$ cat config.mk
export PLATFORM = sky130hd
export DESIGN_NAME = nco_oscillator
export DESIGN_NICKNAME = d
export VERILOG_FILES = /design/src/rtl/nco_oscillator.sv
export SDC_FILE = /design/constraint.sdc
export NUM_CORES = 1
export LEC_CHECK = 0
export ABC_CLOCK_PERIOD_IN_PS = 3300
export CAP_MARGIN = 20
export CORE_MARGIN = 2
export CORE_UTILIZATION = 58
export CTS_CLUSTER_SIZE = 24
export DETAILED_ROUTE_END_ITERATION = 10
export PLACE_DENSITY = 0.8
export SLEW_MARGIN = 20
export SYNTH_ARGS = -nofsm -noshare
export SYNTH_HDL_FRONTEND = slang
export SYNTH_SLANG_ARGS = --single-unit
$ cat constraint.sdc
create_clock -name clk -period 3.3 [get_ports clk]
set_input_delay 0.66 -clock clk [delete_from_list [all_inputs] [get_ports clk]]
set_output_delay 0.66 -clock clk [all_outputs]
set_load 0.01 [all_outputs]
$ cat src/rtl/nco_oscillator.sv
// Phase-accumulator oscillator: saw/triangle/square/pulse waveforms, a 1-bit output and a wrap
// strobe, with pitch changes deferred to the waveform cycle boundary (wrap or hard sync).
module nco_oscillator #(
    parameter int ACC_WIDTH = 24,
    parameter int INC_WIDTH = 18,
    parameter int OUT_WIDTH = 8
) (
    input  logic                 clk,
    input  logic                 rst,
    input  logic                 enable,
    input  logic [INC_WIDTH-1:0] tuning_increment,
    input  logic                 tuning_load,
    input  logic [1:0]           wave_sel,
    input  logic [OUT_WIDTH-1:0] duty,
    input  logic                 sync_in,
    output logic [OUT_WIDTH-1:0] wave,
    output logic                 out,
    output logic                 wrap
);
    localparam logic [1:0] SEL_SAW    = 2'd0;
    localparam logic [1:0] SEL_TRI    = 2'd1;
    localparam logic [1:0] SEL_SQUARE = 2'd2;

    logic [ACC_WIDTH-1:0] acc_r;
    logic [ACC_WIDTH-1:0] inc_active_r;
    logic [ACC_WIDTH-1:0] inc_pending_r;
    logic [ACC_WIDTH-1:0] acc_next_s;
    logic [ACC_WIDTH-1:0] inc_active_next_s;
    logic [ACC_WIDTH-1:0] inc_pending_next_s;
    logic [ACC_WIDTH-1:0] inc_load_s;
    logic [ACC_WIDTH-1:0] pending_s;
    logic [ACC_WIDTH:0]   sum_s;
    logic                 wrap_next_s;
    logic [OUT_WIDTH-1:0] phase_s;
    logic [OUT_WIDTH-1:0] tri_s;
    logic [OUT_WIDTH-1:0] wave_next_s;
    logic                 below_duty_s;
    logic                 out_next_s;

    // Phase step and increment hand-over; the newest load beats the stored pending value.
    always_comb begin
        inc_load_s                  = {ACC_WIDTH{1'b0}};
        inc_load_s[INC_WIDTH-1:0]   = tuning_increment;
        sum_s                       = {1'b0, acc_r} + {1'b0, inc_active_r};
        acc_next_s                  = acc_r;
        inc_active_next_s           = inc_active_r;
        wrap_next_s                 = 1'b0;
        if (tuning_load) begin
            pending_s          = inc_load_s;
            inc_pending_next_s = inc_load_s;
        end else begin
            pending_s          = inc_pending_r;
            inc_pending_next_s = inc_pending_r;
        end
        // A stalled oscillator has no wrap to wait for, so a load starts it directly.
        if (tuning_load && (inc_active_r == {ACC_WIDTH{1'b0}})) begin
            inc_active_next_s = inc_load_s;
        end else begin
            inc_active_next_s = inc_active_r;
        end
        if (sync_in) begin
            acc_next_s        = {ACC_WIDTH{1'b0}};
            inc_active_next_s = pending_s;
        end else if (enable) begin
            acc_next_s  = sum_s[ACC_WIDTH-1:0];
            wrap_next_s = sum_s[ACC_WIDTH];
            if (sum_s[ACC_WIDTH]) begin
                inc_active_next_s = pending_s;
            end else begin
                acc_next_s = sum_s[ACC_WIDTH-1:0];
            end
        end else begin
            acc_next_s = acc_r;
        end
    end

    // Waveform shaping from the registered phase.
    always_comb begin
        phase_s      = acc_r[ACC_WIDTH-1 -: OUT_WIDTH];
        below_duty_s = (phase_s < duty);
        if (phase_s[OUT_WIDTH-1]) begin
            tri_s = ~{phase_s[OUT_WIDTH-2:0], 1'b0};
        end else begin
            tri_s = {phase_s[OUT_WIDTH-2:0], 1'b0};
        end
        case (wave_sel)
            SEL_SAW:    wave_next_s = phase_s;
            SEL_TRI:    wave_next_s = tri_s;
            SEL_SQUARE: wave_next_s = {OUT_WIDTH{phase_s[OUT_WIDTH-1]}};
            default:    wave_next_s = {OUT_WIDTH{below_duty_s}};
        endcase
        if (wave_sel == 2'd3) begin
            out_next_s = below_duty_s;
        end else begin
            out_next_s = phase_s[OUT_WIDTH-1];
        end
    end

    // State and output registers.
    always_ff @(posedge clk) begin
        if (rst) begin
            acc_r         <= {ACC_WIDTH{1'b0}};
            inc_active_r  <= {ACC_WIDTH{1'b0}};
            inc_pending_r <= {ACC_WIDTH{1'b0}};
            wave          <= {OUT_WIDTH{1'b0}};
            out           <= 1'b0;
            wrap          <= 1'b0;
        end else begin
            acc_r         <= acc_next_s;
            inc_active_r  <= inc_active_next_s;
            inc_pending_r <= inc_pending_next_s;
            wave          <= wave_next_s;
            out           <= out_next_s;
            wrap          <= wrap_next_s;
        end
    end
endmodule

==> results.sh, run 1 <==
export IMPL_status="finished, final reports clean"
export IMPL_num_antenna_cells=0
export IMPL_wl_met3_um=641
export IMPL_setup_viol=0
export IMPL_core_area_sq_um=8093
export IMPL_place_congestion=0.9058
export IMPL_ir_drop_uv=351.4
export IMPL_insertion_delay_ns=0.36
export IMPL_drv_cap=0
export IMPL_p_switching_w=0.0005771
export IMPL_portBuffers=42
export IMPL_ys_ff_latch=82
export IMPL_dr_wl_met2_mm=5.172
export IMPL_cts_resized=0
export IMPL_startpoint="inc_active_r[0]$_SDFF_PP0_"
export IMPL_grt_pass1_wl_mm=18.79
export IMPL_reg2reg_to="inc_active_r[16]$_SDFF_PP0_"
export IMPL_cts_sinks=82
export IMPL_switching_share_pct=28.34
export IMPL_drt_pass1_iterations=5
export IMPL_synthFlopType="dfxtp_1"
export IMPL_grt_overflow=0
export IMPL_pin_count=43
export IMPL_rsz0062_at_grt="no"
export IMPL_placed_area_sq_um=5289
export IMPL_finalHoldViolCount=0
export IMPL_synth_area_leaders="dfxtp_1 (34%), ha_1 (8.1%), mux2_4 (6.3%), mux2i_1 (5.8%), o21ai_0 (5.3%)"
export IMPL_clk_pin_slew_worst_paths_ns=0.09
export IMPL_synthAdderAreaFrac_pct=8.512
export IMPL_slew_headroom_pct=58.98
export IMPL_intPower_w=0.001459
export IMPL_worstSetupPathType="reg -> reg"
export IMPL_drt_drc_violations_left=0
export IMPL_ys_warn_count=0
export IMPL_fin_util_pct=67.53
export IMPL_power_w=0.002036
export IMPL_setup_ws_ns=0.5323
export IMPL_dpl_worst_slack_ns=0.4723
export IMPL_syn2layout_area_growth_pct=14.05
export IMPL_p_comb_share_pct=15.0
export IMPL_fin_setup_tns_ns=0
export IMPL_hold_buffers=0
export IMPL_row_count=33
export IMPL_postSynthCellCount=562
export IMPL_route_vias_total=4201
export IMPL_synth_top_family_by_area="simple AND/OR/NAND/NOR gates"
export IMPL_die_area_sq_um=9005
export IMPL_track_usage_pct=26.29
export IMPL_fin_crit_sh_pct=83.87
export IMPL_cp_end_kind="flop"
export IMPL_cts_root_buf="clkbuf_8"
export IMPL_worstMarginPinSlew_ns=0.5998
export IMPL_worstPathRequired_ns=3.54
export IMPL_ant_nets=0
export IMPL_numCtsBuffers=9
export IMPL_dp_hpwl_mm=8.232
export IMPL_synth_compound_area_share_pct=17.75
export IMPL_netlist_area_sq_um=4792
export IMPL_crit_fanout=24
export IMPL_drtIter0Drc=279
export IMPL_rr_worst_depth=10
export IMPL_clockBufferDepth=2
export IMPL_nets=663
export IMPL_cp_slowest_stage_delay_ns=0.46
export IMPL_seq_power_share_pct=52.0
export IMPL_async_reset_ff_share_pct=0
export IMPL_wl_per_cell_um=15.74
export IMPL_die_x_um=94.90
export IMPL_yosys_area_top_type="dfxtp_1"
export IMPL_cp_start_kind="flop"
export IMPL_syn_avg_cell_area_sq_um=8.527
export IMPL_path_cells="ha_1 > fa_1 > a211oi_2 > nor3b_2 > o21ai_2 > a21o_4 > nand2_2 > a41oi_4 > buf_12 > mux2_2"
export IMPL_initial_core_util_pct=59.21
export IMPL_post_cts_buffers=0
export IMPL_skew_ns=0.01351
export IMPL_max_freq_ghz=0.3613
export IMPL_wl_met1_mm=5.199
export IMPL_r2r_start="inc_active_r[0]$_SDFF_PP0_"
export IMPL_htreeDepth=3
export IMPL_layout_drive_gt1_share_pct=9.619
export IMPL_endpoint="inc_active_r[16]$_SDFF_PP0_"
export IMPL_finalCriticalPeriod_ns=2.768
export IMPL_synth_simple_area_share_pct=19.22
export IMPL_synth_xor_area_share_pct=2.193
export IMPL_grt_pass1_vias=4097
export IMPL_cts_tree="yes"
export IMPL_vias_per_cell=5.934
export IMPL_reg2reg_slack_ns=0.53
export IMPL_cp_arrival_ns=3.01
export IMPL_seq_area_frac_synth_pct=34.26
export IMPL_slowest_stage="fa_1"
export IMPL_p_leak_nw=2.273
export IMPL_die_h_um=94.90
export IMPL_power_density_nw_per_um2=372.6
export IMPL_final_cell_area_sq_um=5465
export IMPL_synth_commonest_cells="dfxtp_1 (82), nor2_1 (59), o21ai_0 (51)"
export IMPL_min_path_type="reg -> reg"
export IMPL_synth_top_cell_area_share_pct=34.26
export IMPL_p_clk_share_pct=33.0
export IMPL_ys_types=55
export IMPL_antenna_found_initial=0
export IMPL_synth_most_common_cell="dfxtp_1"
export IMPL_highest_layer="met4"
export IMPL_routed_wl_mm=11.15
export IMPL_slew_violations=0
export IMPL_synth_edf_count=0
export IMPL_syn_num_nets=627
export IMPL_grt_max_degree=29
export IMPL_synth_mux_area_share_pct=13.05
[critical path, delay by kind of cell (launching register included)]
kind            cells  cell delay (ns)
buf+inv             1             0.24
simple gates        2             0.16
mux                 1             0.35
flops               1             0.34
fa+ha+maj           2             0.67
compound gates      4             0.89
[metal layers]
layer	vias up	GRT usage [%]
met3	20	3.831
met4	0	9.541
met2	141	43.32
li1	2072	-
met1	1968	35.06
met5	-	0
[registers in the layout, indices dropped and copies added, names as in the netlist]
signal,flops
acc_r,24
inc_active_r,24
inc_pending_r,24
out,1
wave,8
wrap,1
[power by group through the flow]
stage,combinational (W),sequential [W],clock [W]
after floorplan,0.000200,0.00108,0
after CTS,0.000303,0.00106,0.000679
after detailed placement,0.000301,0.00108,0
after global routing,0.000337,0.00106,0.000721
after global placement,0.000289,0.00108,0
final,0.000305,0.00106,0.000672
[logic make-up (layout without fill, tap and decap cells)]
group                    count (synthesis)  in the layout
buffers and inverters                   54             95
AND/OR/NAND/NOR                        191            191
multiplexers                            52             52
AO/OA/AOI/OAI                          139            139
flip-flops                              82             82
XOR/XNOR                                12             12
adder cells (fa/ha/maj)                 32             32
[layout by cell type, fill, tap and decap left out, types with 3 or more instances in the layout]
cell type and instances:
a21o_1 5, a21oi_1 42, a31oi_1 10, and2_1 7, and3_1 4, buf_4 8, clkbuf_8 9, clkdlybuf4s50_1 42
clkinvlp_4 3, dfxtp_1 82, ha_1 31, inv_1 28, mux2_2 4, mux2_4 20, mux2i_1 28, nand2_1 50
nand2b_1 4, nand3_1 14, nand3b_1 3, nand4_1 4, nand4b_1 4, nor2_1 59, nor2b_1 17, nor3_1 8
nor4_1 5, o211ai_1 6, o21a_1 6, o21ai_0 51, or3_1 5, xnor2_1 10
[how the worst min path moves through the flow]
stage / start / end / slack [ns] / depth (start not counted)
final: inc_pending_r[21]$_SDFF_PP0_ / inc_pending_r[21]$_SDFF_PP0_ / 0.46 / 1
after global routing: inc_pending_r[23]$_SDFF_PP0_ / inc_pending_r[23]$_SDFF_PP0_ / 0.48 / 1
after CTS: inc_pending_r[20]$_SDFF_PP0_ / inc_pending_r[20]$_SDFF_PP0_ / 0.47 / 1
after detailed placement: inc_pending_r[20]$_SDFF_PP0_ / inc_pending_r[20]$_SDFF_PP0_ / 0.44 / 1
after global placement: inc_pending_r[22]$_SDFF_PP0_ / inc_pending_r[22]$_SDFF_PP0_ / 0.44 / 1
after floorplan: inc_pending_r[18]$_SDFF_PP0_ / inc_pending_r[18]$_SDFF_PP0_ / 0.43 / 1
[stage by stage]
stage	hold WS [ns]	cells
after floorplan	0.4282	562
after global placement	0.4403	692
after global routing	0.4787	708
final	0.4606	708
after detailed placement	0.4437	692
after CTS	0.4657	708
[area by class of cell]
class / instances / area [sq um]
multi-input cells: 426 / 2910
clock inverters: 6 / 48.80
inverters: 28 / 105.1
clock buffers: 10 / 127.6
flip-flops and latches: 82 / 1642
fillers: 695 / 2628
well taps: 105 / 131.4
repair buffers: 51 / 500.5
Power figures use the tool's default switching activity.
==> run 2, diff against run 1 <==
ABC_CLOCK_PERIOD_IN_PS = 2400   (was 3300)
CORE_UTILIZATION = 52   (was 58)
PLACE_DENSITY = 0.76   (was 0.8)
clock period = 2.4 ns   (was 3.3 ns; I/O delays follow)
==> run 2 against run 1 <==
Net effect:
- the flow now finishes with violations (setup timing)
- clock-buffer cell count grew 1
- non-clock buffer count grew 45
- die area grew 11%
- sequential power grew 38%
- global-route usage shrank 2.1 points
- cell count grew 7.2%
- sequential cell count is the same
- critical endpoint is now inc_active_r[21]$_SDFF_PP0_
- largest cell class unchanged
- highest routed layer unchanged
==> results.sh, run 2 (synthesized netlist as in run 1, its figures left out) <==
export IMPL_status="finished, violations left"
export IMPL_violations="setup timing"
export IMPL_worst_path_buf_inv=2
export IMPL_final_cell_mix="dfxtp_1 (80), nor2_1 (58), nand2_1 (50)"
export IMPL_nets=708
export IMPL_fin_setup_tns_ns=-1.220
export IMPL_rsz0062_at_grt="yes"
export IMPL_row_count=35
export IMPL_worstSetupPathType="reg -> reg"
export IMPL_core_area_sq_um=9109
export IMPL_mostFrequentLayoutCell="dfxtp_1"
export IMPL_routed_wl_mm=11.65
export IMPL_hold_buffers=0
export IMPL_syn2layout_area_growth_pct=25.14
export IMPL_grt_pass1_wl_mm=19.41
export IMPL_largestRegisters="acc_r x24, inc_active_r x24, inc_pending_r x24"
export IMPL_placed_area_sq_um=5617
export IMPL_num_antenna_cells=0
export IMPL_p_leak_nw=2.580
export IMPL_initial_core_util_pct=52.61
export IMPL_grt_max_degree=27
export IMPL_cp_start_kind="flop"
export IMPL_portBuffers=42
export IMPL_cts_sinks=82
export IMPL_route_vias_total=4281
export IMPL_cp_top_family="compound AO/OA/AOI/OAI gates"
export IMPL_slowest_stage="fa_2"
export IMPL_fin_crit_sh_pct=102.8
export IMPL_insertion_delay_ns=0.36
export IMPL_skew_ns=0.01450
export IMPL_cp_end_kind="flop"
export IMPL_holdPathStages=1
export IMPL_finalHoldViolCount=0
export IMPL_ir_drop_uv=478.1
export IMPL_dp_hpwl_mm=8.672
export IMPL_path_cells="ha_4 > fa_2 > a211oi_4 > nor3b_2 > o21ai_2 > a21o_4 > nand2_4 > a41oi_4 > buf_6 > buf_12 > mux2_4"
export IMPL_drtIter0Drc=207
export IMPL_worstPathRequired_ns=2.64
export IMPL_track_usage_pct=24.23
export IMPL_htreeDepth=3
export IMPL_cts_root_buf="clkbuf_8"
export IMPL_vias_per_cell=5.640
export IMPL_power_density_nw_per_um2=519.7
export IMPL_grt_pass1_vias=4226
export IMPL_die_h_um=100.0
export IMPL_dpl_worst_slack_ns=-0.05926
export IMPL_drt_drc_violations_left=0
export IMPL_rr_worst_depth=11
export IMPL_clk_pin_slew_worst_paths_ns=0.09
export IMPL_slew_violations=0
export IMPL_die_x_um=100.0
export IMPL_grt_overflow=0
export IMPL_pin_count=43
export IMPL_cp_depth=11
export IMPL_min_path_type="reg -> reg"
export IMPL_finalCriticalPeriod_ns=2.466
export IMPL_power_w=0.003116
export IMPL_ant_nets=0
export IMPL_cp_arrival_ns=2.70
export IMPL_crit_fanout=6
export IMPL_clockBufferDepth=2
export IMPL_max_freq_ghz=0.4055
export IMPL_final_cell_area_sq_um=5997
export IMPL_drt_pass1_iterations=5
export IMPL_place_congestion=0.8866
export IMPL_setup_viol=24
export IMPL_cts_tree="yes"
export IMPL_worstMarginPinSlew_ns=0.5162
export IMPL_numCtsBuffers=9
export IMPL_antenna_found_initial=0
export IMPL_layout_drive_gt1_share_pct=16.98
export IMPL_wl_per_cell_um=15.35
export IMPL_cp_slowest_stage_delay_ns=0.36
export IMPL_slew_headroom_pct=65.59
export IMPL_die_area_sq_um=9999
export IMPL_drv_cap=0
export IMPL_fin_util_pct=65.84
export IMPL_setup_ws_ns=-0.06610
[run 2: worst paths after layout]
| kind | start | end | slack (ns) |
|---|---|---|---|
| max | inc_active_r[0]$_SDFF_PP0_ | inc_active_r[21]$_SDFF_PP0_ | -0.07 |
| min | inc_pending_r[18]$_SDFF_PP0_ | inc_pending_r[18]$_SDFF_PP0_ | 0.46 |
| max reg2reg | inc_active_r[0]$_SDFF_PP0_ | inc_active_r[21]$_SDFF_PP0_ | -0.07 |
| min reg2reg | inc_pending_r[18]$_SDFF_PP0_ | inc_pending_r[18]$_SDFF_PP0_ | 0.46 |
[run 2: what timing repair did]
action / in CTS / in global routing
pin swaps: 0 / 3
setup buffers: 5 / 1
setup endpoints to repair: 24 / 29
gates cloned: 1 / 1
gates resized for setup: 7 / 7
[run 2: metal layers]
metal / part of all wire [%] / track usage, %
met4: 2.2 / 9.694
met2: 47 / 41.16
met1: 46 / 30.98
met5: 0 / 0
met3: 4.6 / 3.691
[run 2: layout make-up]
type                       count  area, sq um
clock inverter                 5        85.08
clock buffer                  11        151.4
sequential                    82         1644
fill                         740         3112
tap                          111        138.9
inverter                      28        105.1
multi-input combinational    426         2964
timing repair buffer          96        908.4
[run 2: power breakdown]
group          total, W  switching, W  internal (W)
Sequential      0.00146     0.0000381       0.00142
Clock           0.00118      0.000525      0.000651
Combinational  0.000484      0.000231      0.000253
Total           0.00312      0.000795       0.00232
[run 2: metrics by stage]
stage               cells  hold WS, ns
global placement      735       0.4427
detailed placement    735       0.4447
global route          759       0.4863
finish                759       0.4635
floorplan             562       0.4282
CTS                   757       0.4628
==> run 3, diff against run 2 <==
ABC_CLOCK_PERIOD_IN_PS = 2750   (was 2400)
CORE_UTILIZATION = 58   (was 52)
PLACE_DENSITY = 0.8   (was 0.76)
clock period = 2.75 ns   (was 2.4 ns; I/O delays follow)
==> run 3 against run 2 <==
Net effect:
- the flow now finishes without violations
- sequential share of layout area increased by 2.1 points
- die area shrank 9.9%
- register-to-register slack better by 0.16 ns
- routed wire length shrank 2.2%
- sequential power is 13% lower
==> results.sh, run 3 (synthesized netlist as in run 1, its figures left out) <==
export IMPL_grt_use_met2_pct=40.66
export IMPL_worstPathRequired_ns=3.01
export IMPL_worstSetupPathType="reg -> reg"
export IMPL_skew_ns=0.01456
export IMPL_portBuffers=42
export IMPL_track_usage_pct=26.10
export IMPL_mostFrequentLayoutCell="dfxtp_1"
export IMPL_cp_start_kind="flop"
export IMPL_worstMarginPinSlew_ns=0.5244
export IMPL_ff_latch_area_sq_um=1642
export IMPL_place_congestion=0.9132
export IMPL_p_clk_share_pct=37.5
export IMPL_slew_violations=0
export IMPL_finalHoldViolCount=0
export IMPL_ir_drop_uv=395.0
export IMPL_wl_per_cell_um=15.98
export IMPL_post_cts_buffers=0
export IMPL_route_vias_total=4239
export IMPL_initial_core_util_pct=59.21
export IMPL_row_count=33
export IMPL_grt_max_degree=27
export IMPL_cts_root_buf="clkbuf_8"
export IMPL_p_switching_w=0.0007007
export IMPL_vias_per_cell=5.945
export IMPL_cts_sinks=82
export IMPL_top_usage_layer="met2"
export IMPL_setup_ws_ns=0.09010
export IMPL_grt_overflow=0
export IMPL_insertion_delay_ns=0.37
export IMPL_fillers=660
export IMPL_hold_buffers=0
export IMPL_clk_pin_slew_worst_paths_ns=0.08
export IMPL_routed_wl_mm=11.39
export IMPL_finalCriticalPeriod_ns=2.660
export IMPL_multi_input_area_sq_um=2910
export IMPL_setup_viol=0
export IMPL_nets=668
export IMPL_status="finished, final reports clean"
export IMPL_p_comb_share_pct=14.3
export IMPL_dpl_worst_slack_ns=0.05174
export IMPL_die_h_um=94.90
export IMPL_drv_cap=0
export IMPL_p_leak_nw=2.338
export IMPL_htreeDepth=3
export IMPL_grt_pass1_vias=3840
export IMPL_power_density_nw_per_um2=474.4
export IMPL_syn2layout_area_growth_pct=16.01
export IMPL_layout_drive_gt1_share_pct=10.36
export IMPL_numCtsBuffers=9
export IMPL_final_cell_mix="dfxtp_1 (82), nor2_1 (59), o21ai_0 (51)"
export IMPL_min_path_type="reg -> reg"
export IMPL_slew_headroom_pct=64.14
export IMPL_num_antenna_cells=0
export IMPL_clockBufferDepth=2
export IMPL_drt_pass1_iterations=7
export IMPL_largestRegisters="acc_r x24, inc_active_r x24, inc_pending_r x24"
export IMPL_groute_layer_met3_usage_pct=5.427
export IMPL_power_w=0.002637
export IMPL_pin_count=43
export IMPL_cts_resized=0
export IMPL_switching_share_pct=26.57
export IMPL_die_x_um=94.90
export IMPL_cts_tree="yes"
export IMPL_seq_power_share_pct=48.2
export IMPL_antenna_found_initial=0
export IMPL_die_area_sq_um=9005
export IMPL_crit_fanout=12
export IMPL_fin_crit_sh_pct=96.72
export IMPL_drt_drc_violations_left=0
export IMPL_grt_pass1_wl_mm=18.25
export IMPL_max_freq_ghz=0.3760
export IMPL_rsz0062_at_grt="no"
export IMPL_intPower_w=0.001936
export IMPL_ant_nets=0
export IMPL_drtIter0Drc=341
export IMPL_holdWs_ns=0.4731
export IMPL_dp_hpwl_mm=8.268
export IMPL_cp_end_kind="flop"
export IMPL_core_area_sq_um=8093
export IMPL_cp_arrival_ns=2.92
export IMPL_fin_setup_tns_ns=0
export IMPL_grt_use_met1_pct=35.70
## run 3: changes by cell type in the layout (fill, tap and decap cells not counted), moves of 2 or more
| cell | before | now |
|---|---|---|
| dfxtp_2 | 2 | 0 |
| mux2_2 | 0 | 4 |
| clkbuf_8 | 11 | 9 |
| o21ai_0 | 49 | 51 |
| buf_4 | 47 | 12 |
| dfxtp_1 | 80 | 82 |
| mux2_4 | 24 | 20 |
| buf_12 | 3 | 1 |
| inv_6 | 0 | 2 |
| o21ai_1 | 2 | 0 |
| buf_6 | 2 | 0 |
## run 3: power by group through the flow
stage	Clock [W]	Combinational, W	Sequential, W
floorplan	0	0.000240	0.00129
global placement	0	0.000351	0.00130
detailed placement	0	0.000366	0.00130
CTS	0.000990	0.000369	0.00127
global route	0.00103	0.000414	0.00128
finish	0.000989	0.000376	0.00127
## run 3: area by class of cell
class | count | share of cell area (%)
sequential | 82 | 29.53
inverter | 28 | 1.891
multi-input combinational | 426 | 52.35
tap | 105 | 2.363
timing repair buffer | 56 | 9.993
clock inverter | 6 | 1.576
clock buffer | 10 | 2.296
## run 3: final timing paths
path	slack (ns)	to	startpoint	cells after the start
max	0.09	inc_active_r[12]$_SDFF_PP0_	acc_r[0]$_SDFFE_PP0P_	10
min	0.47	inc_pending_r[18]$_SDFF_PP0_	inc_pending_r[18]$_SDFF_PP0_	1
min reg2reg	0.47	inc_pending_r[18]$_SDFF_PP0_	inc_pending_r[18]$_SDFF_PP0_	1
max reg2reg	0.09	inc_active_r[12]$_SDFF_PP0_	acc_r[0]$_SDFFE_PP0P_	10
## run 3: stage by stage
step / instances / util (%) / area [sq um]
after floorplan: 562 / - / 4792
after global placement: 696 / 65.72 / 5319
after CTS: 712 / 68.38 / 5534
after global routing: 713 / 68.69 / 5559
final: 713 / 68.69 / 5559
after detailed placement: 696 / 65.72 / 5319
## run 3: per-layer routing
| metal | vias to the layer above | wire length (um) |
|---|---|---|
| li1 | 2070 | - |
| met1 | 1976 | 5247 |
| met2 | 170 | 5250 |
| met3 | 23 | 702 |
| met4 | 0 | 192 |
| met5 | - | 0 |
## run 3: worst max-delay path, stage by stage, from the launching register on
cell and delay (ns):
dfxtp_1 0.32, ha_1 0.23, fa_1 0.45, a211oi_2 0.26, nor3b_2 0.09, o21ai_2 0.18
a21o_4 0.16, nand2_2 0.07, a41oi_4 0.24, clkbuf_16 0.25, mux2_4 0.30
==> RTL edit 1: new RTL, config.mk and constraints of run 3 <==
The parameter `ACC_WIDTH` goes from 24 to 48.
--- a/src/rtl/nco_oscillator.sv
+++ b/src/rtl/nco_oscillator.sv
@@ -2,5 +2,5 @@
 // strobe, with pitch changes deferred to the waveform cycle boundary (wrap or hard sync).
 module nco_oscillator #(
-    parameter int ACC_WIDTH = 24,
+    parameter int ACC_WIDTH = 48,
     parameter int INC_WIDTH = 18,
     parameter int OUT_WIDTH = 8
Behaviour: not the same (Yosys sat finds a counterexample within 4 cycles, from zero or initial values and one cycle with rst high).
==> RTL edit 1 against run 3 <==
- the flow now finishes with violations (negative setup slack)
- critical path depth up 2
- final area up 99%
- non-clock buffer count up 120
- routed wire length up 100%
- largest cell class unchanged
- total power up 100%
- final cell count up 85%
- setup slack worse by 0.32 ns
- synthesized area up 78%
- maximum frequency down 11%
- sequential cell count up 72
==> RTL edit 1: results (changes against run 3) <==
| Metric | Value |
|---|---|
| Status | finished with violations |
| Failing checks | negative setup slack |
| Multi-input combinational area share | 50.27% (-2.1 points) |
| Met1 Use GR | 37.59% (+1.9 points) |
| Avg Cell Area, Syn | 8.692 µm² (+1.9%) |
| Layout cells sized above 1 | 23.55% (+13 points) |
| # clk buffers | 21 (+11) |
| Post-synthesis sequential area ratio | 36.16% (+1.9 points) |
| Met3 GRT Util | 5.905% (+0.48 points) |
| HPWL after detailed placement | 16,130 µm (+95%) |
| Area post-placement | 10,070 µm² (+89%) |
| DR iter-0 viols | 515 (+51%) |
| Logic power comb | 0.000517 W (+38%) |
| CP max FO | 15 (+3) |
| Final #Nets | 1,215 (+82%) |
| Maximum number of pins on one net before global-route repair | 36 (+33%) |
| # setup viols final | 49 (+49) |
| First-pass GRT wire length | 37,780 µm (+110%) |
| Skew-Pair Late Insertion Delay | 0.43 ns (+0.06 ns) |
| GR Util All Layers | 29.63% (+3.5 points) |
| Final TNS setup | -9.844 ns (-9.844 ns) |
| Setup WS pre-CTS | -0.2865 ns (-0.3382 ns) |
| Slowest CP cell | or4_4 |
| H-tree depth | 4 (+1) |
| Peak VDD IR | 0.5644 mV (+43%) |
| Vias per cell | 5.840 (-1.8%) |
| WL/cell | 17.46 µm (+9.3%) |
| Num CTS Buffers | 17 (+8) |
| Routability-driven placement congestion ratio | 0.9433 (+3.3%) |
| Leak | 5.018 nW (+110%) |
| Crit path DAT | 3.30 ns (+0.38 ns) |
| NonClk Buf Share | 13.32% (+3.3 points) |
| Final worst slack | -0.2287 ns (-0.3188 ns) |
| Syn nets | 1,070 (+71%) |
| Seq group | 0.00231 W (+82%) |
| Inverters | 19 (-32%) |
| Placed insts | 1,287 (+85%) |
| Ranking of synthesized cells by area | dfxtp_1 36%, ha_1 8.1%, a21oi_1 5.6%, nor2_1 5.3%, mux2i_1 4.3% |
| Clock network share of area | 5.680% (+1.8 points) |
| Sequential cell area share | 28.00% (-1.5 points) |
[RTL edit 1: cell types whose count changed in the layout (fill, tap and decap cells not counted), sizes merged, moves of 16 or more]
cell	run 3	this run
buf	13	135
a21o	6	36
dfxtp	82	154
a21oi	42	96
nor2b	17	33
nor2	59	120
mux2	24	43
and2	7	34
ha	31	55
[RTL edit 1: routing by layer]
layer  up-vias  share of wire, %
li1       3797                 -
met5         -                 0
met1      3606                44
met3        64               5.4
met2       254                48
met4         0               2.9
[RTL edit 1: through the flow]
| step | hold WS (ns) | total power, W | util, % |
|---|---|---|---|
| final | 0.4523 | 0.005323 | 76.52 |
| after global routing | 0.4692 | 0.005478 | 76.52 |
| after CTS | 0.4511 | 0.005334 | 75.32 |
| after detailed placement | 0.4376 | 0.002842 | 69.82 |
| after global placement | 0.4346 | 0.002829 | 69.82 |
| after floorplan | 0.4227 | 0.002630 | - |
[RTL edit 1: cell families (layout without fill, tap and decap cells)]
group                      after synthesis  count (layout)  share of synthesized area [%]
muxes                                   80              80                          10.46
buffers and inverters                   69             226                          3.595
xor gates and xnor gates                33              33                          3.390
and+or+nand+nor                        334             334                          19.33
DFF                                    154             154                          36.16
AOI/OAI and AO/OA                      255             255                          18.77
adders and majority gates               56              56                          8.305
[RTL edit 1: timing repair]
item	CTS	global route
setup buffers	3	2
pin swaps	5	11
resized for setup	37	40
setup endpoints to repair	61	66
cloned	0	0
[RTL edit 1: worst paths after layout]
| kind | startpoint | to | slack, ns | cells after the start |
|---|---|---|---|---|
| max reg2reg | inc_active_r[0] | inc_active_r[16] | -0.23 | 12 |
| min reg2reg | inc_pending_r[46] | inc_pending_r[46] | 0.45 | 1 |
| min | inc_pending_r[46] | inc_pending_r[46] | 0.45 | 1 |
| max | inc_active_r[0] | inc_active_r[16] | -0.23 | 12 |
==> RTL edit 2: new RTL, config.mk and constraints of run 3 <==
Made on the original files. Add an input register stage for `enable`, `tuning_increment`, `tuning_load`, `wave_sel`, `duty` and `sync_in`, without a reset; this delays them by one clock.
--- a/src/rtl/nco_oscillator.sv
+++ b/src/rtl/nco_oscillator.sv
@@ -22,4 +22,20 @@
     localparam logic [1:0] SEL_SQUARE = 2'd2;
 
+    logic enable_q;
+    logic [INC_WIDTH-1:0] tuning_increment_q;
+    logic tuning_load_q;
+    logic [1:0] wave_sel_q;
+    logic [OUT_WIDTH-1:0] duty_q;
+    logic sync_q;
+
+    always_ff @(posedge clk) begin
+        enable_q           <= enable;
+        tuning_increment_q <= tuning_increment;
+        tuning_load_q      <= tuning_load;
+        wave_sel_q         <= wave_sel;
+        duty_q             <= duty;
+        sync_q             <= sync_in;
+    end
+
     logic [ACC_WIDTH-1:0] acc_r;
     logic [ACC_WIDTH-1:0] inc_active_r;
@@ -41,10 +57,10 @@
     always_comb begin
         inc_load_s                  = {ACC_WIDTH{1'b0}};
-        inc_load_s[INC_WIDTH-1:0]   = tuning_increment;
+        inc_load_s[INC_WIDTH-1:0]   = tuning_increment_q;
         sum_s                       = {1'b0, acc_r} + {1'b0, inc_active_r};
         acc_next_s                  = acc_r;
         inc_active_next_s           = inc_active_r;
         wrap_next_s                 = 1'b0;
-        if (tuning_load) begin
+        if (tuning_load_q) begin
             pending_s          = inc_load_s;
             inc_pending_next_s = inc_load_s;
@@ -54,13 +70,13 @@
         end
         // A stalled oscillator has no wrap to wait for, so a load starts it directly.
-        if (tuning_load && (inc_active_r == {ACC_WIDTH{1'b0}})) begin
+        if (tuning_load_q && (inc_active_r == {ACC_WIDTH{1'b0}})) begin
             inc_active_next_s = inc_load_s;
         end else begin
             inc_active_next_s = inc_active_r;
         end
-        if (sync_in) begin
+        if (sync_q) begin
             acc_next_s        = {ACC_WIDTH{1'b0}};
             inc_active_next_s = pending_s;
-        end else if (enable) begin
+        end else if (enable_q) begin
             acc_next_s  = sum_s[ACC_WIDTH-1:0];
             wrap_next_s = sum_s[ACC_WIDTH];
@@ -78,5 +94,5 @@
     always_comb begin
         phase_s      = acc_r[ACC_WIDTH-1 -: OUT_WIDTH];
-        below_duty_s = (phase_s < duty);
+        below_duty_s = (phase_s < duty_q);
         if (phase_s[OUT_WIDTH-1]) begin
             tri_s = ~{phase_s[OUT_WIDTH-2:0], 1'b0};
@@ -84,5 +100,5 @@
             tri_s = {phase_s[OUT_WIDTH-2:0], 1'b0};
         end
-        case (wave_sel)
+        case (wave_sel_q)
             SEL_SAW:    wave_next_s = phase_s;
             SEL_TRI:    wave_next_s = tri_s;
@@ -90,5 +106,5 @@
             default:    wave_next_s = {OUT_WIDTH{below_duty_s}};
         endcase
-        if (wave_sel == 2'd3) begin
+        if (wave_sel_q == 2'd3) begin
             out_next_s = below_duty_s;
         end else begin
Behaviour: not the same (Yosys sat finds a counterexample within 4 cycles, from zero or initial values and one cycle with rst high).
==> RTL edit 2 against run 3 <==
- routed wire length increased by 15%
- total power increased by 60%
- setup slack worse by 0.012 ns
- final area grew 19%
- final cell count increased by 6.6%
- sequential cell count increased by 31
- sequential power grew 39%
- synthesized area grew 13%
==> RTL edit 2: results (changes against run 3) <==
| Metric | Value |
|---|---|
| Status | complete, no violations |
| Clock network share of area | 8.412% (+4.5 points) |
| Synth cell types | 61 (+11%) |
| Nonclk buf count | 65 (+16%) |
| Top cells by count, synth | 113 x dfxtp_1, 74 x nor2_1, 54 x a21oi_1 |
| Setup WS pre-CTS | 0.09597 ns (+0.04422 ns) |
| Final std cells w/o fill | 760 (+6.6%) |
| Layout cells sized above 1 | 12.94% (+2.6 points) |
| Met2 GRT Util | 41.33% (+0.67 points) |
| Met2 routed WL | 6067 µm (+16%) |
| Wl on met1 | 5971 µm (+14%) |
| Core area | 9153 µm² (+13%) |
| Vias per cell | 6.011 (+1.1%) |
| Leak | 2.883 nW (+23%) |
| # fillers | 634 (-3.9%) |
| Vias in the first global route | 4,412 (+15%) |
| Clock Pin Slew Worst Setup and Hold Paths | 0.06 ns (-0.02 ns) |
| Post-synthesis sequential area ratio | 41.62% (+7.4 points) |
| Inverters | 14 (-50%) |
| Area post-placement | 6011 µm² (+13%) |
| Skew-Pair Late Insertion Delay | 0.51 ns (+0.14 ns) |
| GR Util All Layers | 26.47% (+0.37 points) |
| Sequential cell area share | 34.10% (+4.6 points) |
| Hold_ws | 0.4541 ns (-0.01897 ns) |
| HPWL after detailed placement | 8739 µm (+5.7%) |
| Final Cell Area | 6634 µm² (+19%) |
| H-tree depth | 4 (+1) |
| Placed insts | 724 (+4.0%) |
| Met1 Use GR | 35.61% (-0.089 points) |
| Ranking of synthesized cells by area | dfxtp_1 42%, ha_1 7.1%, mux2i_1 5.7%, nor2_1 5.1%, a21oi_1 5.0% |
| Hold path endpoint | inc_pending_r[23] |
| Power Dens Cells | 634.9 nW/µm² (+34%) |
| # clk buffers | 17 (+7) |
| Skew final | 0.01221 ns (-0.002350 ns) |
| Peak VDD IR | 0.5377 mV (+36%) |
| Final #Nets | 701 (+4.9%) |
| Final WL | 13,100 µm (+15%) |
| Seq pwr share | 42.1% (-6.1 points) |
| Measured slew at the worst slew-check pin | 0.5248 ns (+0.0003955 ns) |
| Worst hold start | inc_pending_r[23] |
[RTL edit 2: changes by cell type in the layout (fill, tap and decap cells not counted), sizes merged, moves of 8 or more]
cell | run 3 | this run
buf | 13 | 21
o21bai | 0 | 14
nor2 | 59 | 74
dfxtp | 82 | 113
a31oi | 10 | 2
a21oi | 42 | 57
clkbuf | 11 | 19
o21ai | 52 | 18
inv | 30 | 22
nand2 | 51 | 24
[RTL edit 2: logic make-up after synthesis]
kind of cell,synth area share (%)
AND/OR/NAND/NOR,16.90
multiplexers,10.13
adder cells (fa/ha/maj),7.505
flip-flops,41.62
XOR/XNOR,1.611
buffers and inverters,3.522
AO/OA/AOI/OAI,18.72
[RTL edit 2: worst max path at each step]
stage,cells after the start,end,slack [ns]
floorplan,10,inc_active_r[20],0.13
detailed placement,10,inc_active_r[4],0.1
global placement,10,inc_active_r[2],0.16
global route,11,inc_active_r[21],-0.004
CTS,10,inc_active_r[4],0.08
finish,11,inc_active_r[21],0.08
